--- config.mk ---
export PLATFORM = sky130hd
export DESIGN_NAME = mem_arbiter
export DESIGN_NICKNAME = d
export VERILOG_FILES = /design/src/rtl/mem_arbiter.sv
export SDC_FILE = /design/constraint.sdc
export NUM_CORES = 1
export LEC_CHECK = 0
export CAP_MARGIN = 20
export CORE_AREA = 3 3 333 335
export DETAILED_ROUTE_END_ITERATION = 7
export DIE_AREA = 0 0 336 338
export PLACE_DENSITY_LB_ADDON = 0.15
export SYNTH_ARGS = -nofsm -noshare
export SYNTH_HDL_FRONTEND = slang
export SYNTH_SLANG_ARGS = --single-unit
--- constraint.sdc ---
create_clock -name clk -period 2.1 [get_ports clk]
set_clock_uncertainty 0.2 [all_clocks]
set_input_delay 0.315 -clock clk [delete_from_list [all_inputs] [get_ports clk]]
set_output_delay 0.315 -clock clk [all_outputs]
set_load 0.03 [all_outputs]
--- src/rtl/mem_arbiter.sv ---
// Two-port arbiter sharing one 128-bit memory port between the I-cache and D-cache.
// Build option: define MEM_ARB_RR_EN for round-robin ties; otherwise the D-cache wins every tie.
`timescale 1ns/1ps

module mem_arbiter #(
  parameter int ADDR_W = 28,
  parameter int DATA_W = 128
) (
  input  logic              clk,
  input  logic              proc_reset_n,
  // I-cache side
  input  logic              i_mem_read,
  input  logic              i_mem_write,
  input  logic [ADDR_W-1:0] i_mem_addr,
  input  logic [DATA_W-1:0] i_mem_wdata,
  output logic [DATA_W-1:0] i_mem_rdata,
  output logic              i_mem_ready,
  // D-cache side
  input  logic              d_mem_read,
  input  logic              d_mem_write,
  input  logic [ADDR_W-1:0] d_mem_addr,
  input  logic [DATA_W-1:0] d_mem_wdata,
  output logic [DATA_W-1:0] d_mem_rdata,
  output logic              d_mem_ready,
  // memory side
  output logic              mem_read,
  output logic              mem_write,
  output logic [ADDR_W-1:0] mem_addr,
  output logic [DATA_W-1:0] mem_wdata,
  input  logic [DATA_W-1:0] mem_rdata,
  input  logic              mem_ready,
  // status / debug
  output logic              arb_busy,
  output logic [1:0]        arb_state
);

  // Handshake: a cache holds read/write (level) until it has sampled its own
  // ready; memory answers a registered request with a one-cycle mem_ready.
  // The arbiter forwards that ready only while BUSY, then waits in RELEASE
  // until the granted cache lets go before it will arbitrate again.

  typedef enum logic [1:0] {
    IDLE    = 2'd0,
    BUSY    = 2'd1,
    RELEASE = 2'd2
  } state_t;

  state_t state;
  state_t state_nxt;

  logic gnt;        // 0 = I-cache, 1 = D-cache
  logic win;
  logic i_act;
  logic d_act;
  logic any_act;
  logic gnt_idle;

  assign i_act    = i_mem_read | i_mem_write;
  assign d_act    = d_mem_read | d_mem_write;
  assign any_act  = i_act | d_act;
  assign gnt_idle = gnt ? ~d_act : ~i_act;

`ifdef MEM_ARB_RR_EN
  logic last;       // last completed grantee

  assign win = (i_act & d_act) ? ~last : d_act;

  always_ff @(posedge clk or negedge proc_reset_n) begin
    if (!proc_reset_n) begin
      last <= 1'b0;
    end else if (state == RELEASE && gnt_idle) begin
      last <= gnt;
    end
  end
`else
  assign win = d_act;
`endif

  always_comb begin
    state_nxt = state;
    case (state)
      IDLE:    if (any_act)   state_nxt = BUSY;
      BUSY:    if (mem_ready) state_nxt = RELEASE;
      RELEASE: if (gnt_idle)  state_nxt = IDLE;
      default:                state_nxt = IDLE;
    endcase
  end

  always_ff @(posedge clk or negedge proc_reset_n) begin
    if (!proc_reset_n) begin
      state <= IDLE;
    end else begin
      state <= state_nxt;
    end
  end

  // Request registers: loaded once at grant, frozen while BUSY; write wins over read.
  always_ff @(posedge clk or negedge proc_reset_n) begin
    if (!proc_reset_n) begin
      gnt       <= 1'b0;
      mem_read  <= 1'b0;
      mem_write <= 1'b0;
      mem_addr  <= '0;
      mem_wdata <= '0;
    end else if (state == IDLE && any_act) begin
      gnt <= win;
      if (win) begin
        mem_write <= d_mem_write;
        mem_read  <= d_mem_read & ~d_mem_write;
        mem_addr  <= d_mem_addr;
        mem_wdata <= d_mem_wdata;
      end else begin
        mem_write <= i_mem_write;
        mem_read  <= i_mem_read & ~i_mem_write;
        mem_addr  <= i_mem_addr;
        mem_wdata <= i_mem_wdata;
      end
    end else if (state == BUSY && mem_ready) begin
      mem_read  <= 1'b0;
      mem_write <= 1'b0;
    end
  end

  assign i_mem_ready = mem_ready & (state == BUSY) & ~gnt;
  assign d_mem_ready = mem_ready & (state == BUSY) &  gnt;
  assign i_mem_rdata = mem_rdata;
  assign d_mem_rdata = mem_rdata;
  assign arb_busy    = (state != IDLE);
  assign arb_state   = state;

endmodule
==> flow_summary.ini, run 1 <==
[clock_tree]
numCtsBuffers = 17
cts_tree = done
path_clk_slew_ps = 80
clk_latency_ps = 490
clock-root-buffer = clkbuf_16
htree_levels = 4
cts_num_sinks = 161
clock_tree.buffer_depth = 2

[die]
core_area_um2 = 108000
io-pin-count = 866
die_x_um = 336
die_area_um2 = 114000
start_util = 0.0948
row_count = 121
die_y_um = 338

[timing]
maxSlewHeadroom = 0.632
setup_viol = 21
fin_crit_ps = 2150
grt_setup_unrepaired = yes
tightestPinTransition_ps = 551
setup_ws_ps = -47.2
fmax_ghz = 0.466
hold_viol_final = 0
slew_viol_final = 0
period_share = 1.02

[place]
place.gp.congestion = 0.725
place_hpwl_um = 35700
io_buffers = 481

[final_layout]
multi_input_area_um2 = 4300
final_common_cell = clkdlybuf4s50_1
drive_gt1_frac = 0.404
final_core_util = 0.152
fillerInstances = 12100
regArea_um2 = 4030
final_cell_mix = clkdlybuf4s50_1 (317), mux2_4 (171), dfrtp_1 (161), dlygate4sd2_1 (153), mux2_2 (138)
synthToLayoutAreaGrowth_pct = 60.3
finalNetCount = 1532

[global_routing]
grt_max_degree = 46
gr-total-overflow = 0
grt_usage = 0.0733
grt_pass1_vias = 7604
antenna_found_initial = 6
grt_pass1_wl_um = 57500

[yosys]
ys_warn_count = 0
synthCells = 786
synth_fp_nets = 1233
synth-seq-cells = 161
avgSynthCellArea_um2 = 13.1
ys_types = 21
synth-seq-area-share = 0.392
synth_top_cell_area_share = 0.392
syn_area_um2 = 10300
synth.largest_area_cell = dfrtp_1
synth.area.top_cells = dfrtp_1 (39%), mux2_2 (23%), buf_4 (20%)

[worst_setup_path]
crit_arrival_ps = 1630
critPathMaxFanout = 4
reg2reg_depth = 8
rr_startpoint = arb_state[1]$_DFFE_PN0P_
critical_path.endpoint_type = output pin
cp-start-kind = flip-flop
crit_required_ps = 1580
worst_r2r_endpoint = mem_wdata[106]$_DFFE_PN0P_
critPathKind = flip-flop to output pin
reg2reg_slack_ps = -40

[job]
drv_cap = 0

[power_and_ir_drop]
ir_drop_uv = 434
total_power_mw = 21.8
power_density_nw_per_um2 = 1330
p_leak_nw = 6.80

[outcome]
violations = setup timing
status = finished, violations left

[hold_path]
worst_hold_path_type = input pin to asynchronous set/reset pin

[routing]
first_pass_iters = 4
ant_nets = 0
initialDrtViolationCount = 124
drt_wl_total_um = 45000
detail_route.wl_per_cell_um = 17.9
vias = 6773
drc_errors = 0
avgViaCountPerCell = 2.69
[sequential cells by signal, indices dropped and copies added, names as in the netlist]
| register | cells |
|---|---|
| mem_wdata | 128 |
| mem_addr | 28 |
| arb_state | 2 |
| gnt | 1 |
| mem_read | 1 |
| mem_write | 1 |
[routing by layer]
metal  track usage  share of wire
met4        0.0387          0.039
met5             0         0.0011
met2         0.123           0.49
met1        0.0709           0.35
met3        0.0432           0.12
[cells in the mapped netlist]
cell and count:
a211o_1 1, a21boi_2 1, a21o_1 1, and2_1 1, buf_2 6, buf_4 270
buf_6 14, dfrtp_1 161, inv_1 4, mux2_1 4, mux2_2 209, mux2_4 100
mux2i_1 1, nand2_1 2, nand3b_1 1, nor2_1 4, nor2_4 1, nor3_1 2
o21ai_0 1, o22ai_1 1, o41ai_1 1
[worst max-delay path, stage by stage, from the launching register on]
cell and delay (ps):
dfrtp_1 400, buf_6 120, nand3b_1 260, nor2_2 210, buf_12 150
[cell families (layout without fill, tap and decap cells)]
group                  after synthesis  after routing  synth area share
other                                0              3                 0
AND/OR/NAND/NOR                     11             11           0.00560
flip-flops                         161            161             0.392
AO/OA/AOI/OAI                        6              6           0.00463
buffers and inverters              294            606             0.217
multiplexers                       314            314             0.381
[stage by stage]
| step | hold slack (ps) | instances | area, µm² | worst slack [ps] | setup TNS (ps) |
|---|---|---|---|---|---|
| 6_report | 162 | 2515 | 16500 | -47.2 | -236 |
| 5_1_grt | 164 | 2513 | 16500 | -182 | -9880 |
| 4_1_cts | 126 | 2499 | 15800 | -135 | -395 |
| 3_5_place_dp | 164 | 2463 | 15400 | -458 | -59100 |
| 3_3_place_gp | 158 | 2463 | 15400 | -454 | -58040 |
| 2_1_floorplan | -181 | 786 | 10300 | 207 | 0 |
[area by class of cell]
class / instances / share of cell area
repair buffers: 570 / 0.350
multi-input cells: 331 / 0.261
flip-flops and latches: 161 / 0.245
well taps: 1414 / 0.107
clock buffers: 17 / 0.0258
clock inverters: 15 / 0.00942
inverters: 4 / 0.000912
diodes: 3 / 0.000456
[repair_timing]
item / 4_1_cts / 5_1_grt
endpoints found under the hold margin: 52 / 0
setup buffers: 3 / 6
pin swaps: 1 / 2
hold buffers: 1 / 0
cloned: 0 / 7
gates resized for setup: 160 / 105
endpoints found under the setup margin: 159 / 71
[power by group]
| group | total [mW] | leakage (nW) | internal, mW | switching [mW] |
|---|---|---|---|---|
| clock | 3.35 | 0.281 | 1.67 | 1.68 |
| sequential | 5.59 | 1.89 | 4.72 | 0.869 |
| combinational | 12.9 | 4.63 | 6.15 | 6.73 |
| total | 21.8 | 6.80 | 12.5 | 9.28 |
[how the worst max path moves through the flow]
stage / startpoint / to / cells after the start
after floorplan: arb_state[0]$_DFFE_PN0P_ / mem_addr[21]$_DFFE_PN0P_ / 5
after global placement: d_mem_read / mem_wdata[31]$_DFFE_PN0P_ / 6
after detailed placement: d_mem_read / mem_wdata[28]$_DFFE_PN0P_ / 6
after CTS: arb_state[1]$_DFFE_PN0P_ / arb_busy / 4
after global routing: arb_state[1]$_DFFE_PN0P_ / i_mem_ready / 4
final: arb_state[1]$_DFFE_PN0P_ / d_mem_ready / 4
(Power assumes the default switching activity.)
==> run 2: changes to the inputs <==
--- a/config.mk
+++ b/config.mk
@@ -6,9 +6,10 @@
 export NUM_CORES = 1
 export LEC_CHECK = 0
 export CAP_MARGIN = 20
-export CORE_AREA = 3 3 333 335
+export CORE_AREA = 3 3 339 341
+export CTS_CLUSTER_DIAMETER = 40
 export DETAILED_ROUTE_END_ITERATION = 7
-export DIE_AREA = 0 0 336 338
+export DIE_AREA = 0 0 342 344
 export PLACE_DENSITY_LB_ADDON = 0.15
 export SYNTH_ARGS = -nofsm -noshare
 export SYNTH_HDL_FRONTEND = slang
==> constraint.sdc (replaced) <==
create_clock -name clk -period 1.8 [get_ports clk]
set_clock_uncertainty 0.2 [all_clocks]
set_input_delay 0.27 -clock clk [delete_from_list [all_inputs] [get_ports clk]]
set_output_delay 0.27 -clock clk [all_outputs]
set_load 0.03 [all_outputs]
==> run 2 against run 1 <==
The run still ends with setup timing left. Largest power group unchanged. Wire length is 3.5% lower. Sequential power increased by 17%. Clock-buffer cell count unchanged. Die area increased by 3.6%. First-iteration DRC count increased by 0.81%. Non-clock buffer count is 11 lower.
==> flow_summary.ini, run 2 (same netlist as run 1, synthesis figures left out) <==
[power_and_ir_drop]
combPwrFrac = 0.572
power_density_nw_per_um2 = 1520
p_int_mw = 14.3
seqPwrFrac = 0.265
net-switching-power_mw = 10.5
p_leak_nw = 6.36
ir_drop_uv = 597
p_sw_frac = 0.423
p_clk_frac = 0.164

[final_layout]
fin_cells = 2588
final_common_cell = clkdlybuf4s50_1
largest_reg_flops = 128
drive_gt1_frac = 0.472
regMostFlops = mem_wdata
finalNetCount = 1521
final_core_util = 0.146
synthToLayoutAreaGrowth_pct = 59.2
final_cell_mix = clkdlybuf4s50_1 (317), mux2_2 (209), dfrtp_1 (159), mux2_4 (100), clkdlybuf4s15_2 (63)

[place]
io_buffers = 481
place_hpwl_um = 35400
dp_cells = 2546
place.gp.congestion = 0.693

[outcome]
status = finished, violations left
violations = setup timing

[die]
start_util = 0.0916
die_x_um = 342
die_area_um2 = 118000
row_count = 123
die_y_um = 344
core_area_um2 = 112000
io-pin-count = 866

[global_routing]
grt_usage = 0.0717
grt_max_degree = 40
grt_pass1_wl_um = 58800
grt_pass1_vias = 7745
antenna_found_initial = 6
gr-total-overflow = 0

[timing]
whs_ps = 115
grt_setup_unrepaired = yes
maxSlewHeadroom = 0.656
setup_ws_ps = -205
hold_viol_final = 0
slew_viol_final = 0
tightestPinTransition_ps = 517
period_share = 1.11
setup_viol = 159
fin_crit_ps = 2000
fmax_ghz = 0.499

[worst_setup_path]
critPathKind = flip-flop to flip-flop
crit_arrival_ps = 2180
path_buf_inv = 3
critPathMaxStageDelay_ps = 410
crit_required_ps = 1970
worstPathCellList = nor2_1 > a21boi_4 > buf_12 > bufbuf_16 > buf_4 > mux2_2
cp-start-kind = flip-flop
critical_path.endpoint_type = flip-flop
critPathSlowestCell = dfrtp_2
critPathTopFamily = buffers and inverters
critPathMaxFanout = 5
crit_cells = 6
reg2reg_depth = 6

[job]
drv_cap = 0

[routing]
first_pass_iters = 4
vias = 6712
avgViaCountPerCell = 2.59
drc_errors = 0
ant_nets = 0
detail_route.wl_per_cell_um = 16.8
drt_wl_total_um = 43400
initialDrtViolationCount = 125

[clock_tree]
cts_tree = done
htree_levels = 4
numCtsBuffers = 17
cts_num_sinks = 161
clk_latency_ps = 490
clock-root-buffer = clkbuf_16
path_clk_slew_ps = 80
clock_tree.buffer_depth = 2

[hold_path]
worst_hold_path_type = input pin to asynchronous set/reset pin
## run 2: worst register-to-register path, stage by stage (launching register included)
cell and delay (ps):
dfrtp_2 410, nor2_1 160, a21boi_4 220, buf_12 140
bufbuf_16 270, buf_4 140, mux2_2 330
## run 2: worst paths after layout
kind | slack (ps) | end | from
setup / recovery | -200 | mem_wdata[116]$_DFFE_PN0P_ | arb_state[1]$_DFFE_PN0P_
hold / removal | 110 | mem_wdata[96]$_DFFE_PN0P_ | proc_reset_n
setup reg to reg | -200 | mem_wdata[116]$_DFFE_PN0P_ | arb_state[1]$_DFFE_PN0P_
hold reg to reg | 290 | mem_wdata[3]$_DFFE_PN0P_ | mem_wdata[3]$_DFFE_PN0P_
max in group asynchronous | 710 | mem_wdata[113]$_DFFE_PN0P_ | proc_reset_n
min in group clk | 180 | arb_state[0]$_DFFE_PN0P_ | mem_ready
## run 2: per-layer routing
layer	track usage	vias up	routed length, µm
li1	-	3018	-
met1	0.0642	3156	13700
met2	0.119	393	21000
met3	0.0484	135	6270
met4	0.0454	10	2330
met5	0	-	69
## run 2: metrics by stage
step	power, mW	setup TNS, ps	setup slack (ps)	cell area (µm²)
final	24.8	-24690	-205	16400
after global routing	26.5	-37400	-304	16400
after CTS	25.6	-29970	-301	16300
after detailed placement	21.6	-89130	-625	15600
after global placement	21.6	-92710	-658	15600
after floorplan	15.2	-447	-16.1	10300
## run 2: power by group through the flow
stage                     registers, mW  clock network [mW]  logic (mW)
final                              6.56                4.06        14.2
after global routing               6.84                4.48        15.1
after CTS                          6.62                4.39        14.5
after global placement             6.65                   0        15.0
after floorplan                    10.2                   0        5.03
after detailed placement           6.63                   0        15.0
## run 2: what timing repair did
item | in CTS | in global routing
endpoints found under the setup margin | 302 | 171
hold buffers | 1 | 0
gates resized for setup | 343 | 13
pin swaps | 1 | 1
hold endpoints to repair | 161 | 0
cloned | 1 | 1
buffers inserted | 5 | 1
## run 2: layout make-up
| type | instances | area [µm²] |
|---|---|---|
| clock inverter | 15 | 173 |
| multi-input combinational | 331 | 4020 |
| fill | 12400 | 95800 |
| tap | 1500 | 1880 |
| inverter | 4 | 15.0 |
| sequential | 161 | 4030 |
| clock buffer | 17 | 425 |
| antenna | 1 | 2.50 |
| timing repair buffer | 559 | 5810 |
